[src/rtl/fetch_stage_if.sv]
// Fetch-stage bus: instruction ROM port, hazard/redirect controls and IF/ID outputs.
// The master modport is the fetch stage itself; the slave modport is the surrounding pipeline.
interface fetch_stage_if;
   logic        stall;
   logic        redirect_valid;
   logic [31:0] redirect_pc;
   logic [31:0] irom_inst;
   logic [31:0] irom_addr;
   logic [31:0] id_inst;
   logic [31:0] id_pc;
   logic [31:0] id_pc4;
   logic        id_valid;
   logic [31:0] fetch_cnt;
   logic [31:0] bubble_cnt;

   modport master (
      input  stall, redirect_valid, redirect_pc, irom_inst,
      output irom_addr, id_inst, id_pc, id_pc4, id_valid, fetch_cnt, bubble_cnt
   );

   modport slave (
      output stall, redirect_valid, redirect_pc, irom_inst,
      input  irom_addr, id_inst, id_pc, id_pc4, id_valid, fetch_cnt, bubble_cnt
   );
endinterface

[src/rtl/fetch_stage.sv]
// Instruction-fetch stage: PC, ROM address, IF/ID register with stall/redirect handling.
// Optional macro FETCH_PERF_CNT_EN adds fetched-instruction and bubble counters.
module fetch_stage #(
   parameter logic [31:0] RESET_PC = 32'h0000_0000,
   parameter logic [31:0] BUBBLE   = 32'h0000_0000
) (
   input  logic          clk,
   input  logic          rst,
   fetch_stage_if.master bus
);

   typedef enum logic [0:0] {
      BOOT = 1'b0,
      RUN  = 1'b1
   } state_e;

   state_e      state_q, state_d;
   logic [31:0] pc_q, pc_d;
   logic [31:0] id_inst_q, id_inst_d;
   logic [31:0] id_pc_q, id_pc_d;
   logic [31:0] id_pc4_q, id_pc4_d;
   logic        id_valid_q, id_valid_d;
   logic        load_inst_s;
   logic        load_bubble_s;

   // Next-state logic: redirect beats stall, BOOT spends one edge before fetching.
   always_comb begin
      state_d       = state_q;
      pc_d          = pc_q;
      id_inst_d     = id_inst_q;
      id_pc_d       = id_pc_q;
      id_pc4_d      = id_pc4_q;
      id_valid_d    = id_valid_q;
      load_inst_s   = 1'b0;
      load_bubble_s = 1'b0;
      case (state_q)
         BOOT: begin
            state_d = RUN;
         end
         RUN: begin
            if (bus.redirect_valid) begin
               pc_d          = bus.redirect_pc & 32'hFFFF_FFFC;
               id_inst_d     = BUBBLE;
               id_valid_d    = 1'b0;
               load_bubble_s = 1'b1;
            end else if (bus.stall) begin
               pc_d = pc_q;
            end else begin
               id_inst_d   = bus.irom_inst;
               id_pc_d     = pc_q;
               id_pc4_d    = pc_q + 32'd4;
               id_valid_d  = 1'b1;
               pc_d        = pc_q + 32'd4;
               load_inst_s = 1'b1;
            end
         end
         default: begin
            state_d = BOOT;
         end
      endcase
   end

   // State, PC and IF/ID registers.
   always_ff @(posedge clk or posedge rst) begin
      if (rst) begin
         state_q    <= BOOT;
         pc_q       <= RESET_PC;
         id_inst_q  <= BUBBLE;
         id_pc_q    <= 32'h0000_0000;
         id_pc4_q   <= 32'h0000_0004;
         id_valid_q <= 1'b0;
      end else begin
         state_q    <= state_d;
         pc_q       <= pc_d;
         id_inst_q  <= id_inst_d;
         id_pc_q    <= id_pc_d;
         id_pc4_q   <= id_pc4_d;
         id_valid_q <= id_valid_d;
      end
   end

   assign bus.irom_addr = {pc_q[31:2], 2'b00};
   assign bus.id_inst   = id_inst_q;
   assign bus.id_pc     = id_pc_q;
   assign bus.id_pc4    = id_pc4_q;
   assign bus.id_valid  = id_valid_q;

`ifdef FETCH_PERF_CNT_EN
   logic [31:0] fetch_cnt_q, fetch_cnt_d;
   logic [31:0] bubble_cnt_q, bubble_cnt_d;

   // Counter increments; both wrap naturally at 32 bits.
   always_comb begin
      fetch_cnt_d  = fetch_cnt_q;
      bubble_cnt_d = bubble_cnt_q;
      if (load_inst_s) begin
         fetch_cnt_d = fetch_cnt_q + 32'd1;
      end else begin
         fetch_cnt_d = fetch_cnt_q;
      end
      if (load_bubble_s) begin
         bubble_cnt_d = bubble_cnt_q + 32'd1;
      end else begin
         bubble_cnt_d = bubble_cnt_q;
      end
   end

   // Performance counter registers.
   always_ff @(posedge clk or posedge rst) begin
      if (rst) begin
         fetch_cnt_q  <= 32'h0000_0000;
         bubble_cnt_q <= 32'h0000_0000;
      end else begin
         fetch_cnt_q  <= fetch_cnt_d;
         bubble_cnt_q <= bubble_cnt_d;
      end
   end

   assign bus.fetch_cnt  = fetch_cnt_q;
   assign bus.bubble_cnt = bubble_cnt_q;
`else
   logic unused_load_s;
   assign unused_load_s  = load_inst_s ^ load_bubble_s;
   assign bus.fetch_cnt  = 32'h0000_0000;
   assign bus.bubble_cnt = 32'h0000_0000;
`endif

endmodule

[src/flat_wrapper.sv]
// flat-port wrapper written by rule: the top's interface ports become plain ports
module fetch_stage_flat 
#(
   parameter logic [31:0] RESET_PC = 32'h0000_0000,
   parameter logic [31:0] BUBBLE   = 32'h0000_0000
)
  (clk, rst, bus_stall, bus_redirect_valid, bus_redirect_pc, bus_irom_inst, bus_irom_addr, bus_id_inst, bus_id_pc, bus_id_pc4, bus_id_valid, bus_fetch_cnt, bus_bubble_cnt);
  fetch_stage_if bus_i ();
  input  logic clk;
  input  logic rst;
  input wire logic [$bits(bus_i.stall)-1:0] bus_stall;
  input wire logic [$bits(bus_i.redirect_valid)-1:0] bus_redirect_valid;
  input wire logic [$bits(bus_i.redirect_pc)-1:0] bus_redirect_pc;
  input wire logic [$bits(bus_i.irom_inst)-1:0] bus_irom_inst;
  output wire logic [$bits(bus_i.irom_addr)-1:0] bus_irom_addr;
  output wire logic [$bits(bus_i.id_inst)-1:0] bus_id_inst;
  output wire logic [$bits(bus_i.id_pc)-1:0] bus_id_pc;
  output wire logic [$bits(bus_i.id_pc4)-1:0] bus_id_pc4;
  output wire logic [$bits(bus_i.id_valid)-1:0] bus_id_valid;
  output wire logic [$bits(bus_i.fetch_cnt)-1:0] bus_fetch_cnt;
  output wire logic [$bits(bus_i.bubble_cnt)-1:0] bus_bubble_cnt;
  assign bus_i.stall = bus_stall;
  assign bus_i.redirect_valid = bus_redirect_valid;
  assign bus_i.redirect_pc = bus_redirect_pc;
  assign bus_i.irom_inst = bus_irom_inst;
  assign bus_irom_addr = bus_i.irom_addr;
  assign bus_id_inst = bus_i.id_inst;
  assign bus_id_pc = bus_i.id_pc;
  assign bus_id_pc4 = bus_i.id_pc4;
  assign bus_id_valid = bus_i.id_valid;
  assign bus_fetch_cnt = bus_i.fetch_cnt;
  assign bus_bubble_cnt = bus_i.bubble_cnt;
  fetch_stage #(.RESET_PC(RESET_PC), .BUBBLE(BUBBLE)) u_core (.clk(clk), .rst(rst), .bus(bus_i));
endmodule
[config.mk]
export PLATFORM = sky130hd
export DESIGN_NAME = fetch_stage_flat
export DESIGN_NICKNAME = d
export VERILOG_FILES = /design/src/rtl/fetch_stage_if.sv /design/src/rtl/fetch_stage.sv /design/src/flat_wrapper.sv
export SDC_FILE = /design/constraint.sdc
export NUM_CORES = 1
export LEC_CHECK = 0
export BUFFER_PORTS_ARGS = -buffer_cell sky130_fd_sc_hd__buf_4
export CELL_PAD_IN_SITES_DETAIL_PLACEMENT = 1
export CELL_PAD_IN_SITES_GLOBAL_PLACEMENT = 1
export CORE_AREA = 4 4 138 140
export CTS_CLUSTER_SIZE = 12
export DETAILED_ROUTE_END_ITERATION = 10
export DIE_AREA = 0 0 142 144
export GPL_ROUTABILITY_DRIVEN = 0
export MAX_ROUTING_LAYER = met4
export PLACE_DENSITY = 0.76
export SLEW_MARGIN = 40
export SYNTH_ARGS = -nofsm -noshare
export SYNTH_HDL_FRONTEND = slang
export SYNTH_SLANG_ARGS = --single-unit
[constraint.sdc]
create_clock -name clk -period 3.8 [get_ports clk]
set_input_delay 0.19 -clock clk [delete_from_list [all_inputs] [get_ports clk]]
set_output_delay 0.19 -clock clk [all_outputs]
set_load 0.02 [all_outputs]
=== Yosys cells after proc, flatten, opt, wreduce, memory -nomap -nowiden ===
Index checks and enable logic that the tools add are counted.

* $add $sub $neg: 1
* Equality and inequality tests: 1
* Mux-type cells: 6
* Bitwise operators: 2
* Reductions and logical operators: 2

{| class="wikitable"
|+ Operator list
! operator !! number
|-
| 32-bit 2-to-1 mux || 4
|-
| 32-bit by 3-bit adder with 32-bit output (second input constant) || 1
|-
| 3-bit AND reduction || 1
|-
| 1-bit 2-to-1 mux || 2
|-
| 2-bit by 1-bit inequality test with 1-bit output (second input constant) || 1
|-
| 1-bit inverter || 2
|-
| 2-bit AND reduction || 1
|}

* Flip-flop bits (word level): 130
* Input port bits: 68
* Output and inout bits: 193
* Word-level logic and storage cells: 18

=== Longest topological paths before layout ===
Gate-level depths: netlist of run 1.

* Depth in word-level cells: 3
* Depth in mapped cells: 8
* Gate-level depth less buffers: 6

=== Worst setup path after synthesis of run 1 ===
Ideal clock, no wire load.

* Kind: reg2reg
* From: register u_core.pc_q[2]
* To: register u_core.pc_q[24]
* Library setup time: 0.121 ns
* Arrival time: 1.802 ns
* Required time: 3.679 ns
* Setup slack: 1.877 ns
* Stages on the path, launching flop included: 7
* Path buffers: 0
* Period minus slack after synthesis: 1.923 ns
* Path through: dfrtp_1 > ha_1 > nand3_1 > nor2_1 > and4_1 > a31oi_1 > o22a_1

* Cells in the longest elaborated chain, start to end: 3

{| class="wikitable"
|+ RTL lines
! what !! line !! RTL
|-
| start: declaration || fetch_stage.sv:18 || <nowiki>logic [31:0] pc_q, pc_d;</nowiki>
|-
| start signal: assignment || fetch_stage.sv:74 || <nowiki>pc_q <= pc_d;</nowiki>
|-
| 32-bit by 3-bit adder with 32-bit output || fetch_stage.sv:53 || <nowiki>pc_d = pc_q + 32'd4;</nowiki>
|-
| 32-bit 2-to-1 mux || fetch_stage.sv:46 || <nowiki>end else if (bus.stall) begin</nowiki>
|-
| 32-bit 2-to-1 mux || fetch_stage.sv:41 || <nowiki>if (bus.redirect_valid) begin</nowiki>
|}

Every way passes these cells. The select of a mux whose other input is x is not followed.
A chain may end at the register's enable or synchronous reset.

=== Worst setup path after layout of run 1 ===
* From: register u_core.pc_q[2]
* To: register u_core.id_pc4_q[30], in the netlist u_core.bus.id_pc4[30]

* Cells in the longest elaborated chain, start to end: 1

{| class="wikitable"
|+ RTL lines
! what !! line !! RTL
|-
| 32-bit by 3-bit adder with 32-bit output || fetch_stage.sv:51 || <nowiki>id_pc4_d = pc_q + 32'd4;</nowiki>
|-
| end signal: assignment || fetch_stage.sv:77 || <nowiki>id_pc4_q <= id_pc4_d;</nowiki>
|-
| end: declaration || fetch_stage.sv:21 || <nowiki>logic [31:0] id_pc4_q, id_pc4_d;</nowiki>
|}

Every way passes these cells.

==> results of run 1 <==
==> stage by stage <==
step	total power, W	setup WS (ns)
after global placement	0.002927	1.452
final	0.004660	1.396
after global routing	0.004907	1.205
after floorplan	0.002457	0.3124
after detailed placement	0.002963	1.425
after CTS	0.004706	1.410
==> metal layers <==
layer	GRT usage [%]	vias to the layer above	share of wire, %
met4	6.616	0	2.5
met1	25.62	2698	43
met5	-	-	0
li1	-	2520	-
met2	32.77	163	49
met3	5.324	28	5.7
==> report_power, final <==
part | switching [W] | internal, W
combinational | 0.000700 | 0.000501
sequential | 0.000227 | 0.00154
clock | 0.000583 | 0.00111
total | 0.00151 | 0.00315
==> worst min path at each step <==
stage | from | end | slack, ns | cells past startpoint
finish | bus_irom_inst[24] | u_core.bus.id_inst[24] | 0.02 | 2
CTS | bus_irom_inst[19] | u_core.bus.id_inst[19] | 0.002 | 2
detailed placement | rst | u_core.bus.id_inst[11] | 0.39 | 2
global route | bus_irom_inst[24] | u_core.bus.id_inst[24] | 0.002 | 2
floorplan | bus_redirect_pc[21] | u_core.pc_q[21] | 0.31 | 2
global placement | bus_redirect_pc[21] | u_core.pc_q[21] | 0.40 | 3
==> cell families after synthesis <==
family	share of synthesized area (%)
simple gates	17.91
fa+ha+maj	0.2041
xor+xnor	3.144
buf+inv	12.00
other cells	0.1225
flops	50.65
compound gates	14.97
mux	1.000
==> layout make-up <==
cell class / instances / area, um^2 / area share [%]
sequential: 124 / 3104 / 36.73
multi-input combinational: 478 / 2569 / 30.39
timing repair buffer: 232 / 1844 / 21.82
clock buffer: 24 / 501.7 / 5.936
tap: 229 / 286.5 / 3.390
clock inverter: 7 / 110.1 / 1.303
inverter: 7 / 33.78 / 0.3997
antenna: 1 / 2.502 / 0.02961
==> what timing repair did <==
action                                 4_1_cts  5_1_grt
hold buffers                                35        0
resized for setup                            0        0
endpoints found under the hold margin      134        0
==> placed cells by master, fill, tap and decap left out, types with 5 or more instances in the layout <==
cell and count:
nand2_1 140, dfrtp_1 123, a22o_1 32, nand3_1 28
and3_1 11, o21ai_0 46, a21oi_1 13, a22oi_1 9
mux2i_1 5, xor2_1 8, nand4_1 9, o211ai_1 5
conb_1 71, clkbuf_8 5, dlygate4sd3_1 35, xnor2_1 14
buf_4 195, clkbuf_16 17, nor3_1 6, nor2_1 27
inv_1 6
==> cell usage after synthesis, types with 4 or more instances <==
master,count
clkbuf_1,26
a22oi_1,9
nand3_1,28
mux2i_1,5
buf_2,11
o21ai_0,46
buf_1,7
nand4_1,9
nor2_1,27
nand2_1,141
and3_1,11
dfrtp_1,123
xor2_1,8
o21ai_1,4
a22o_1,32
inv_1,7
buf_4,70
xnor2_1,14
nor3_1,6
nor4_1,4
a21oi_1,13
o211ai_1,5
==> sequential cells by signal (all words and copies together) (netlist names) <==
register / flops
u_core.bus.id_inst: 32
u_core.bus.id_pc4: 30
u_core.bus.id_pc: 30
u_core.pc_q: 30
u_core.bus.id_valid: 1
u_core.state_q: 1
==> impl_metrics.ini, run 1 <==
[yosys]
synth-edff-count = 0
synth_warnings = 0
ys_async_sr_fraction_pct = 100.0
synth.yosys.seq_area_share_pct = 50.65
syn_area_um2 = 6128
synth_top_area_share_pct = 50.22
synthCells = 655
avgSynthCellArea_um2 = 9.356
yosysTopAreaCell = dfrtp_1
synth_cell_types = 55
synth_area_leaders = dfrtp_1 50%, nand2_1 8.6%, buf_4 8.6%
synth-seq-cells = 124
synthFlopType = dfrtp_1

[place]
placement.io_buffers = 188
postPlaceCellArea_um2 = 7486
dp_hpwl_um = 13680
place_inst = 1035

[timing]
final.min_clock_period_ns = 2.404
hold_viol_final = 0
post-route-period-util_pct = 63.26
hold_slack_ns = 0.01690
rsz0062_at_grt = no
timing_max_transition_violations_final = 0
skew_ns = 0.008522
finalSetupViolations = 0
relSlewSlack_pct = 50.12
tightest_slew_ns = 0.7426
clock.fmax_ghz = 0.4160
fin_setup_tns_ns = 0

[clock_network]
cts_tree = yes
cts.clk_slew.worst_paths_ns = 0.06
clockBufferDepth = 2
clkSinkCount = 124
cts_buffers = 17
ctsHtreeMaxLevel = 4
insertion_delay_ns = 0.42
cts_setup_buffers = 0
root_buffer = clkbuf_16

[critical_path]
r2r-end = u_core.bus.id_pc4[30]
crit_family = simple AND/OR/NAND/NOR gates
path_buf_inv = 0
max_stage_delay_ns = 0.62
crit_arrival_ns = 2.71
worst-setup-path-type = reg -> reg
critical_path_depth = 6
reg2reg_depth = 6
cp-start-kind = flop
crit_required_ns = 4.11
setup.worst_path.start = u_core.pc_q[2]
cp_slowest_cell = nor4_4
crit_path_end_kind = flop
r2r_start = u_core.pc_q[2]
crit_chain = ha_1, nand3_1, nor4_4, nand4_1, mux2i_1, a21o_1
endpoint = u_core.bus.id_pc4[30]
rrSetupSlack_ns = 1.40
cp_max_fo = 8

[floorplanning]
coreArea_um2 = 17840
io_pins = 261
fp.dieW_um = 142
start_util_pct = 34.35
chipHeight_um = 144
rows = 49
die-area_um2 = 20450

[final_layout]
finish.utilization_pct = 47.37
drive_gt1_share_pct = 27.41
final_cells = 1102
nets = 929
finish.instance_area_um2 = 8452
syn_to_final_growth_pct = 37.91
n_fill_cell = 2057

[outcome]
status = finished, final reports clean

[global_routing]
antenna_found_initial = 1
overflow = 0
grt_pass1_vias = 5708
grtUsageTotal_pct = 20.54
grt_pass1_wl_um = 31880
grt_max_degree = 103

[route]
detail_route.wl_per_cell_um = 18.48
first_pass_iters = 4
ant_nets = 0
drc = 0
drtIter0Drc = 279
wl_um = 20360
num_vias = 5409
vias_per_cell = 4.908

[worst_hold_path]
hold_path.class = in -> reg

[flow_run]
cap_violations = 0

[pwr]
p_per_area_nw_per_um2 = 551.3
ir_drop_mv = 0.3142
total_leakage_power_nw = 4.203
Note: power is estimated with default switching activity, not from simulation.
==> run 2: changes to the inputs <==
clock period = 2.38 ns   (was 3.8 ns; I/O delays follow)
==> impl_metrics.ini, run 2 (synthesized netlist as in run 1, its figures left out) <==
[outcome]
status = finished, final reports clean

[route]
detail_route.wl_per_cell_um = 18.92
drtIter0Drc = 303
wl_um = 21530
ant_nets = 0
first_pass_iters = 4
num_vias = 5606
vias_per_cell = 4.926
drc = 0

[critical_path]
crit_arrival_ns = 2.62
cp-start-kind = flop
crit_path_end_kind = flop
cp_max_fo = 8
crit_required_ns = 2.74
worst-setup-path-type = reg -> reg

[final_layout]
seq_area_um2 = 3104
syn_to_final_growth_pct = 43.55
multi_input_area_um2 = 2567
largest_reg_flops = 32
layout_commonest_cell = buf_4
nets = 965
finish.instance_area_um2 = 8797
layout_common_cells = 215 x buf_4, 140 x nand2_1, 123 x dfrtp_1, 71 x conb_1, 50 x dlygate4sd3_1
drive_gt1_share_pct = 28.82
n_fill_cell = 2053
n_antenna_cell = 0

[global_routing]
grt_pass1_wl_um = 33530
overflow = 0
grt_pass1_vias = 6046
grt_max_degree = 53
grtUsageTotal_pct = 21.74
antenna_found_initial = 0

[timing]
post-route-period-util_pct = 95.02
relSlewSlack_pct = 42.77
clock.fmax_ghz = 0.4422
fin_ws_ns = 0.1184
final.min_clock_period_ns = 2.262
finalSetupViolations = 0
hold_slack_ns = 0.02066
rsz0062_at_grt = no
timing_max_transition_violations_final = 0
tightest_slew_ns = 0.8552
fin_setup_tns_ns = 0
hold_viol_final = 0
skew_ns = 0.006889

[clock_network]
clkSinkCount = 124
ctsHtreeMaxLevel = 4
cts_buffers = 17
root_buffer = clkbuf_16
cts.clk_slew.worst_paths_ns = 0.06
clockBufferDepth = 2
cts_tree = yes
insertion_delay_ns = 0.43

[place]
pre_cts_slack_ns = 0.2123
postPlaceCellArea_um2 = 7647
placement.io_buffers = 188
dp_hpwl_um = 14360

[worst_hold_path]
hold_path.class = in -> reg

[floorplanning]
coreArea_um2 = 17840
fp.dieW_um = 142
io_pins = 261
die-area_um2 = 20450
rows = 49
chipHeight_um = 144
start_util_pct = 34.35

[pwr]
ir_drop_mv = 0.5541
total_leakage_power_nw = 4.367
p_per_area_nw_per_um2 = 867.4

[flow_run]
cap_violations = 0
[run 2: cell count changes in the layout (fill, tap and decap cells not counted), moves of 2 or more]
cell	change
dlygate4sd3_1	+15
clkinv_2	-3
clkinvlp_4	+4
clkbuf_8	-4
buf_12	+3
clkinv_4	+4
buf_8	-2
buf_4	+20
[run 2: area by class of cell]
cell class / instances / share of cell area, %
repair buffers: 268 / 24.72
multi-input cells: 478 / 29.19
clock inverters: 13 / 2.176
flip-flops and latches: 124 / 35.29
clock buffers: 19 / 5.035
well taps: 229 / 3.257
inverters: 7 / 0.3413
[run 2: path summary, 6_finish.rpt]
kind	from	end	slack [ns]	cells past startpoint
worst max-delay path	u_core.pc_q[2]	u_core.pc_q[30]	0.12	7
worst min-delay path	bus_redirect_pc[2]	u_core.pc_q[2]	0.02	3
worst max register to register	u_core.pc_q[2]	u_core.pc_q[30]	0.12	7
worst min register to register	u_core.bus.id_pc[29]	u_core.bus.id_pc[29]	0.48	2
max in group asynchronous	rst	u_core.bus.id_pc4[2]	1.31	4
min in group asynchronous	rst	u_core.bus.id_inst[27]	0.34	3
[run 2: critical path, stage by stage, from the launching register on]
cell and delay [ns]:
dfrtp_1 0.50, ha_1 0.31, nand3_1 0.26, nor4_4 0.34
buf_4 0.20, nand4_1 0.19, o21ai_1 0.20, o221a_2 0.20
[run 2: what timing repair did]
item | 4_1_cts | 5_1_grt
resized for setup | 0 | 0
endpoints found under the setup margin | 0 | 1
buffers inserted | 0 | 2
hold endpoints to repair | 73 | 0
hold buffers | 50 | 0
[run 2: metrics by stage]
step | util (%) | power [W] | instances
after floorplan | - | 0.003924 | 724
after global placement | 42.86 | 0.004722 | 1054
after detailed placement | 42.86 | 0.004779 | 1054
after CTS | 49.23 | 0.007685 | 1136
after global routing | 49.31 | 0.008011 | 1138
final | 49.31 | 0.007631 | 1138
[run 2: power by group]
part	internal (W)	total (W)	switching [W]
Clock	0.00179	0.00281	0.00103
Combinational	0.000844	0.00202	0.00118
Sequential	0.00246	0.00280	0.000340
Total	0.00509	0.00763	0.00255
[run 2: per-layer routing]
metal	part of all wire, %	global-route usage, %
met5	0	-
met4	3.0	7.677
met3	6.1	5.688
met2	50	35.08
met1	41	26.49
==> run 3: changes to the inputs <==
CORE_AREA = 4 4 169 106   (was 4 4 138 140)
DIE_AREA = 0 0 173 110   (was 0 0 142 144)
PLACE_DENSITY = 0.82   (was 0.76)
clock period = 2.9 ns   (was 2.38 ns; I/O delays follow)
==> impl_metrics.ini, run 3 (synthesized netlist as in run 1, its figures left out) <==
[outcome]
status = finished, final reports clean

[worst_hold_path]
hold_path.class = in -> reg
hold_start = bus_redirect_pc[6]

[timing]
timing_max_transition_violations_final = 0
rsz0062_at_grt = no
fin_setup_tns_ns = 0
final.min_clock_period_ns = 2.314
hold_viol_final = 0
finalSetupViolations = 0
tightest_slew_ns = 0.8384
clock.fmax_ghz = 0.4321
post-route-period-util_pct = 79.79
relSlewSlack_pct = 44.05
skew_ns = 0.01311

[route]
ant_nets = 0
first_pass_iters = 5
drc = 0
detail_route.wl_per_cell_um = 20.10
wl_um = 21910
drtIter0Drc = 438
num_vias = 5582
vias_per_cell = 5.121

[critical_path]
crit_required_ns = 3.24
cp-start-kind = flop
max_stage_delay_ns = 0.62
crit_path_end_kind = flop
cp_slowest_cell = nor4_1
path_buf_inv = 0
crit_family = simple AND/OR/NAND/NOR gates
crit_chain = nand4_1, nor4_1, nand3_1, mux2_2, nand2_1
worst-setup-path-type = reg -> reg
cp_max_fo = 8
crit_arrival_ns = 2.66
setup.worst_path.start = u_core.pc_q[2]
r2r_start = u_core.pc_q[2]

[clock_network]
clockBufferDepth = 2
clkSinkCount = 124
root_buffer = clkbuf_16
cts_buffers = 17
cts_tree = yes
ctsHtreeMaxLevel = 4
cts_resized = 0
cts.clk_slew.worst_paths_ns = 0.06
insertion_delay_ns = 0.41

[global_routing]
overflow = 0
antenna_found_initial = 0
grt_pass1_vias = 5858
grtUsageTotal_pct = 23.55
grt_pass1_wl_um = 34020
grt_max_degree = 84

[final_layout]
syn_to_final_growth_pct = 39.00
final_cells = 1090
nets = 938
layout_common_cells = 199 x buf_4, 140 x nand2_1, 123 x dfrtp_1, 71 x conb_1, 46 x o21ai_0
largest_reg_flops = 32
n_fill_cell = 1833
layout_commonest_cell = buf_4
n_antenna_cell = 0
drive_gt1_share_pct = 27.81
finish.utilization_pct = 52.82

[pwr]
p_per_area_nw_per_um2 = 731.0
power_frac_seq_pct = 37.4
p_clk_share_pct = 36.6
power_switching_w = 0.002111
power_frac_comb_pct = 26.0
ir_drop_mv = 0.3854
switching_share_pct = 33.91
p_int_w = 0.004115
total_leakage_power_nw = 4.224

[floorplanning]
chipHeight_um = 110
io_pins = 261
start_util_pct = 38.00
coreArea_um2 = 16130
rows = 36
die-area_um2 = 19030
fp.dieW_um = 173

[place]
dp_hpwl_um = 14980
place_inst = 1019
placement.io_buffers = 188

[flow_run]
cap_violations = 0
-- run 3: cell types whose count changed in the layout (fill, tap and decap cells not counted), sizes merged --
cell / previous run / this run
clkbuf: 19 / 17
inv: 7 / 8
buf: 218 / 201
clkinvlp: 4 / 5
dlygate4sd3: 50 / 40
clkinv: 5 / 4
-- run 3: per-stage QoR --
| stage | area (um^2) | hold slack (ns) | power, W | setup slack (ns) |
|---|---|---|---|---|
| finish | 8518 | 0.02146 | 0.006227 | 0.5860 |
| global route | 8518 | 0.003614 | 0.006517 | 0.4604 |
| CTS | 8518 | 0.01257 | 0.006256 | 0.6268 |
| detailed placement | 7497 | 0.3420 | 0.003915 | 0.6606 |
| global placement | 7497 | 0.3285 | 0.003867 | 0.7221 |
| floorplan | 6391 | 0.2607 | 0.003220 | 0.9765 |
-- run 3: power groups by stage --
stage	clock (W)	sequential [W]	combinational [W]
6_report	0.00228	0.00233	0.00162
5_1_grt	0.00239	0.00238	0.00175
4_1_cts	0.00231	0.00232	0.00162
3_5_place_dp	0	0.00235	0.00157
3_3_place_gp	0	0.00233	0.00154
2_1_floorplan	0	0.00258	0.000639
-- run 3: routing by layer --
| layer | vias up | wire length [um] | GRT usage (%) |
|---|---|---|---|
| li1 | 2540 | - | - |
| met1 | 2800 | 10260 | 31.92 |
| met3 | 27 | 1545 | 7.192 |
| met4 | 0 | 325 | 5.976 |
| met2 | 215 | 9780 | 34.84 |
| met5 | - | 0 | - |
-- run 3: what timing repair did --
| action | 4_1_cts | 5_1_grt |
|---|---|---|
| setup buffers | 0 | 0 |
| hold buffers | 40 | 0 |
| endpoints found under the hold margin | 162 | 0 |
-- run 3: final cells by class --
| type | instances | area [um^2] | area share (%) |
|---|---|---|---|
| Tap cell | 209 | 261.5 | 3.070 |
| Clock inverter | 14 | 195.2 | 2.291 |
| Timing Repair Buffer | 241 | 1934 | 22.71 |
| Inverter | 7 | 30.03 | 0.3525 |
| Clock buffer | 17 | 425.4 | 4.994 |
| Sequential cell | 124 | 3104 | 36.44 |
| Multi-Input combinational cell | 478 | 2567 | 30.14 |
-- run 3: worst paths after layout --
check,slack [ns],end,cells after the start
hold reg to reg,0.48,u_core.bus.id_pc[8],2
setup reg to reg,0.59,u_core.pc_q[31],5
hold / removal,0.02,u_core.pc_q[6],3
max in group asynchronous,2.01,u_core.bus.id_inst[26],4
setup / recovery,0.59,u_core.pc_q[31],5
min in group asynchronous,0.42,u_core.bus.id_pc4[5],4
-- run 3: worst reg2reg max path, delay by kind of cell (launching register included) --
kind	cells	cell delay [ns]
DFF	1	0.53
and+or+nand+nor	4	1.37
muxes	1	0.35
